### src/rtl/wb_trace_recorder.sv
// wb_trace_recorder: captures {PC, write-back data} pairs from the core into a
// circular buffer. Sampling is either periodic or on each write-back event.
// Capture is one-shot or wrap-around, and a random-access port reads the buffer back.
module wb_trace_recorder #(
    parameter int PC_W     = 32,
    parameter int DATA_W   = 32,
    parameter int DEPTH    = 32,
    parameter int INTERVAL = 5,
    parameter int WRAP     = 0
) (
    input  logic                       clk,
    input  logic                       rst,
    input  logic                       start,
    input  logic                       stop,
    input  logic                       sample_mode,
    input  logic [PC_W-1:0]            pc_in,
    input  logic [DATA_W-1:0]          wb_data_in,
    input  logic                       wb_valid,
    input  logic                       rd_en,
    input  logic [$clog2(DEPTH)-1:0]   rd_addr,
    output logic [PC_W-1:0]            rd_pc,
    output logic [DATA_W-1:0]          rd_data,
    output logic                       rd_valid,
    output logic                       busy,
    output logic                       done,
    output logic [$clog2(DEPTH):0]     count,
    output logic                       overflow
);
    // state     | meaning
    // S_IDLE    | after reset, nothing captured yet
    // S_CAPTURE | armed, taking samples
    // S_DONE    | capture ended by stop or by a full one-shot buffer

    localparam int AW = $clog2(DEPTH);
    localparam int IW = (INTERVAL > 1) ? $clog2(INTERVAL) : 1;
    localparam logic [IW-1:0] INT_LAST = IW'(INTERVAL - 1);
    localparam logic [AW:0]   CNT_FULL = (AW + 1)'(DEPTH);
    localparam logic [AW:0]   CNT_LAST = (AW + 1)'(DEPTH - 1);

    typedef enum logic [1:0] {S_IDLE, S_CAPTURE, S_DONE} state_t;

    state_t            r_state;
    logic              r_busy;
    logic              r_done;
    logic              r_mode;
    logic [AW-1:0]     r_wr_ptr;
    logic [AW:0]       r_count;
    logic              r_overflow;
    logic [IW-1:0]     r_int;
    logic [PC_W-1:0]   r_pc_mem   [DEPTH];
    logic [DATA_W-1:0] r_data_mem [DEPTH];
    logic [PC_W-1:0]   r_rd_pc;
    logic [DATA_W-1:0] r_rd_data;
    logic              r_rd_valid;

    logic              w_sample;
    logic [AW-1:0]     w_base;
    logic [AW-1:0]     w_phys;

    // Sample strobe: interval terminal count in periodic mode, wb_valid in event mode
    always_comb begin
        w_sample = 1'b0;
        if (r_state == S_CAPTURE)
            w_sample = r_mode ? wb_valid : (r_int == INT_LAST);
    end

    // Logical-to-physical read index; once wrapped, the oldest entry sits at wr_ptr
    always_comb begin
        w_base = r_overflow ? r_wr_ptr : '0;
        w_phys = w_base + rd_addr;
    end

    // Capture FSM with write pointer, fill count, overflow flag and interval counter
    always_ff @(posedge clk or negedge rst) begin
        if (!rst) begin
            r_state    <= S_IDLE;
            r_busy     <= 1'b0;
            r_done     <= 1'b0;
            r_mode     <= 1'b0;
            r_wr_ptr   <= '0;
            r_count    <= '0;
            r_overflow <= 1'b0;
            r_int      <= '0;
        end else begin
            case (r_state)
                S_IDLE, S_DONE: begin
                    if (start) begin
                        r_state    <= S_CAPTURE;
                        r_busy     <= 1'b1;
                        r_done     <= 1'b0;
                        r_mode     <= sample_mode;
                        r_wr_ptr   <= '0;
                        r_count    <= '0;
                        r_overflow <= 1'b0;
                        r_int      <= '0;
                    end
                end
                S_CAPTURE: begin
                    r_int <= (r_int == INT_LAST) ? '0 : r_int + 1'b1;
                    if (w_sample) begin
                        r_wr_ptr <= r_wr_ptr + 1'b1;
                        if (r_count != CNT_FULL)
                            r_count <= r_count + 1'b1;
                        else if (WRAP != 0)
                            r_overflow <= 1'b1;
                    end
                    // A one-shot buffer stops on the very edge that stores its last entry
                    if (stop || (w_sample && (WRAP == 0) && (r_count == CNT_LAST))) begin
                        r_state <= S_DONE;
                        r_busy  <= 1'b0;
                        r_done  <= 1'b1;
                    end
                end
                default: begin
                    r_state <= S_IDLE;
                    r_busy  <= 1'b0;
                    r_done  <= 1'b0;
                end
            endcase
        end
    end

    // Buffer storage; contents are not cleared by reset
    always_ff @(posedge clk) begin
        if (w_sample) begin
            r_pc_mem[r_wr_ptr]   <= pc_in;
            r_data_mem[r_wr_ptr] <= wb_data_in;
        end
    end

    // Registered readout; unfilled indices read as zero, same-cycle writes are not seen
    always_ff @(posedge clk or negedge rst) begin
        if (!rst) begin
            r_rd_pc    <= '0;
            r_rd_data  <= '0;
            r_rd_valid <= 1'b0;
        end else begin
            r_rd_valid <= rd_en;
            if (rd_en) begin
                if ({1'b0, rd_addr} >= r_count) begin
                    r_rd_pc   <= '0;
                    r_rd_data <= '0;
                end else begin
                    r_rd_pc   <= r_pc_mem[w_phys];
                    r_rd_data <= r_data_mem[w_phys];
                end
            end
        end
    end

    assign rd_pc    = r_rd_pc;
    assign rd_data  = r_rd_data;
    assign rd_valid = r_rd_valid;
    assign busy     = r_busy;
    assign done     = r_done;
    assign count    = r_count;
    assign overflow = r_overflow;

endmodule

### config.mk
export PLATFORM = sky130hd
export DESIGN_NAME = wb_trace_recorder
export DESIGN_NICKNAME = d
export VERILOG_FILES = /design/src/rtl/wb_trace_recorder.sv
export SDC_FILE = /design/constraint.sdc
export NUM_CORES = 2
export LEC_CHECK = 0
export ABC_AREA = 0
export CELL_PAD_IN_SITES_DETAIL_PLACEMENT = 1
export CELL_PAD_IN_SITES_GLOBAL_PLACEMENT = 2
export CORE_UTILIZATION = 41
export CTS_CLUSTER_SIZE = 28
export DETAILED_ROUTE_END_ITERATION = 8
export PLACE_DENSITY_LB_ADDON = 0.1
export SLEW_MARGIN = 20
export SYNTH_ARGS = -nofsm -noshare
export SYNTH_HDL_FRONTEND = slang
export SYNTH_SLANG_ARGS = --single-unit
export TNS_END_PERCENT = 10
### constraint.sdc
create_clock -name clk -period 6.9 [get_ports clk]
set_input_delay 1.38 -clock clk [delete_from_list [all_inputs] [get_ports clk]]
set_output_delay 1.38 -clock clk [all_outputs]
set_load 0.01 [all_outputs]
==> reports/results.tsv <==
stage	metric	value	unit
status	result of the run	complete, no violations	
synth	Synth cell types	49	
layout	share of final-layout standard cells stronger than drive strength 1	0.2778	
sta	final hold violation count	0	
clock_tree	TritonCTS buffer count	223	
pwr	power density relative to cell area	295.2	mW/mm^2
clock_tree	post-CTS resize count	0	
setup_path	Reg2Reg Depth	8	
detailed_routing	remaining routing DRC violations	0	
sta	Worst-Margin Slew	1.088	ns
placement	placed inst area	0.08629	mm^2
synth	share of async-settable or async-resettable flops after synthesis	0.03895	
setup_path	required time of the critical path	7.67	ns
sta	headroom to the max-slew limit	0.2731	
clock_tree	hold buffers post-CTS	0	
setup_path	Crit path arrival time	4.77	ns
die	horizontal die dimension	446.6	um
global_routing	met2 usage	0.3656	
die	Initial Utilization	0.4144	
synth	number of instances in the synthesized netlist	3442	
die	Rows	162	
setup_path	critical path's slowest cell	a211oi_4	
placement	final weighted congestion of routability-driven global placement	0.7390	
layout	area delta synth->final	15.03	%
synth	proportion of synthesized chip area in sequential cells	0.7844	
global_routing	met1 Use GR	0.3146	
global_routing	largest net degree at the start of global routing	110	
sta	sum of negative setup slack	0	ns
clock_tree	clock sinks	2131	
sta	minimum period implied by the final worst setup slack	3.993	ns
layout	most frequent cells in the layout	edfxtp_1 (2048), mux4_2 (574), clkbuf_16 (223)	
pwr	Max IR drop VDD	0.2193	mV
placement	count of buffers inserted at the top-level ports	148	
synth	area of the mapped netlist	0.08105	mm^2
synth	warnings from Yosys	0	
detailed_routing	number of vias per cell after detailed routing	5.760	
synth	Syn Area/Cell	23.55	um^2
detailed_routing	Routed Wire Length	219.0	mm
clock_tree	Post-CTS Setup Inserts	0	
worst_hold_path	type of the tightest min-delay check	reg -> reg	
sta	number of max-slew violations in the final report	0	
sta	worst clock skew	0.02899	ns
pwr	leakage	29.59	nW
synth	number of flops mapped to enable cells by yosys	2048	
global_routing	number of antenna violations at the first check in global routing	13	
setup_path	biggest cell delay along the critical path	0.91	ns
clock_tree	CTS clk-pin slew, worst paths	0.06	ns
worst_hold_path	HP Start	rd_data[22]	
synth	net count after synthesis	3531	
layout	leading cell type in the layout, fill and taps excluded	edfxtp_1	
sta	final worst-path setup slack	2.907	ns
job	total of max-cap violations	0	
setup_path	Cell Chain, Critical Path	buf_8 > inv_6 > ha_1 > nand2b_1 > a211o_1 > a211oi_4 > buf_12 > a211o_1	
sta	Worst Hold Slack	0.5314	ns
die	full die area	0.1995	mm^2
global_routing	first-pass GRT wire length	309.7	mm
setup_path	crit path kind	in -> reg	
global_routing	vias in the first global route	40630	
layout	utilization of the core after routing	0.4767	
die	core region area	0.1956	mm^2
synth	Post-synth top flop	edfxtp_1	
setup_path	Crit. Startpoint	rd_addr[0]	
die	I/O pin total	150	
synth	number of flip-flops and latches in the synthesized netlist	2131	
clock_tree	CTS tree	built	
sta	final number of setup-violating endpoints	0	
setup_path	crit end category	flip-flop	
setup_path	Crit path top cell by count	a211o_1	
layout	Design Area, Final	0.09324	mm^2
placement	worst setup slack after placement	2.038	ns
clock_tree	H-tree depth reported by CTS	4	
detailed_routing	WL/cell	33.46	um
detailed_routing	via total after detailed routing	37710	
sta	final worst-path cycle share	0.5786	
sta	RSZ-0062 raised after global routing	no	
layout	final-stage net count	3817	
setup_path	launch point of the worst reg-to-reg path	r_int[0]	
detailed_routing	number of DRC violations after detailed-routing iteration 0	3434	
die	height of the die	446.6	um
global_routing	Most Used Layer, Global Route	met2	
layout	fill cell instance count of the final layout	17120	
clock_tree	buffer depth of the longest clock path	3	
clock_tree	insertion delay to the later sink of the worst-skew pair	0.86	ns
placement	detailed placer's ending HPWL	113.9	mm
global_routing	gr usage total	0.2219	
worst_hold_path	number of cells traversed by the worst hold path	1	
detailed_routing	Post-DRT Antenna Nets	0	
setup_path	kind of start point of the critical path	primary input	
detailed_routing	DR pass1 iterations	5	
global_routing	residual overflow from global routing	0	
global_routing	global routing met3 resource utilization	0.03266	
sta	maximum operating frequency	250.5	MHz
setup_path	highest net fanout along the worst path	44	
clock_tree	Root Buffer Master	clkbuf_16	
## cells by family (layout without fill, tap and decap cells)
group / count (synthesis) / count (layout) / synth area share
adders and majority gates: 13 / 13 / 0.002007
AOI/OAI and AO/OA: 205 / 205 / 0.01905
other: 1 / 4 / 0.00004627
DFF: 2131 / 2131 / 0.7844
and+or+nand+nor: 234 / 234 / 0.01190
xor gates and xnor gates: 6 / 6 / 0.0006483
buffers and inverters: 198 / 676 / 0.01236
muxes: 654 / 654 / 0.1696
## critical path: cells and delay by family
family | cells | cell delay [ns]
AO/OA/AOI/OAI | 3 | 1.69
buffers and inverters | 3 | 1.05
adder cells (fa/ha/maj) | 1 | 0.34
AND/OR/NAND/NOR | 1 | 0.17
## stage by stage
step | instances | power (mW)
floorplan | 3442 | 15.45
global placement | 6122 | 16.11
detailed placement | 6126 | 16.17
CTS | 6543 | 27.85
global route | 6544 | 28.35
finish | 6547 | 27.53
## per-layer routing
layer / routed length (um) / up-vias
met5: 60 / -
met4: 3778 / 10
met3: 10670 / 269
met2: 108100 / 1043
met1: 96410 / 21100
li1: - / 15290
## synth_stat cells (all sizes together) (16+ instances only)
| master | n | area [um^2] |
|---|---|---|
| mux2 | 16 | 180.2 |
| mux4 | 574 | 12930 |
| nand2 | 149 | 559.3 |
| nor2 | 49 | 183.9 |
| mux2i | 64 | 640.6 |
| o2bb2ai | 49 | 429.2 |
| buf | 95 | 614.3 |
| dfrtp | 83 | 2077 |
| a21oi | 53 | 265.3 |
| clkbuf | 90 | 339.1 |
| a211o | 50 | 437.9 |
| edfxtp | 2048 | 61500 |
## final timing paths
check	endpoint	slack (ns)
min	rd_data[22]	0.53
min in group asynchronous	rd_data[27]	0.57
min reg2reg	rd_data[22]	0.53
max in group asynchronous	rd_data[9]	5.08
max reg2reg	r_pc_mem[28][1]	3.16
max	rd_data[9]	2.91
## power by group
group | switching (mW) | internal [mW] | leakage (nW)
clock network | 4.97 | 6.71 | 3.48
logic | 0.805 | 0.596 | 6.60
registers | 0.126 | 14.3 | 19.5
## area by class of cell
class,count,area [um^2],share of cell area
timing repair buffer,246,2481,0.02661
antenna,3,7.507,0.00008052
clock inverter,126,1122,0.01204
tap,2624,3283,0.03521
inverter,13,56.30,0.0006039
sequential,2131,63580,0.6819
multi-input combinational,1113,16750,0.1796
clock buffer,291,5966,0.06398
## registers in the layout (all words and copies together) (netlist names)
name / count
count: 6
rd_data: 32
r_data_mem: 1024
rd_valid: 1
busy: 1
r_pc_mem: 1024
r_wr_ptr: 5
r_int: 3
rd_pc: 32
r_mode: 1
r_state: 2
Note: power is estimated with default switching activity, not from simulation.
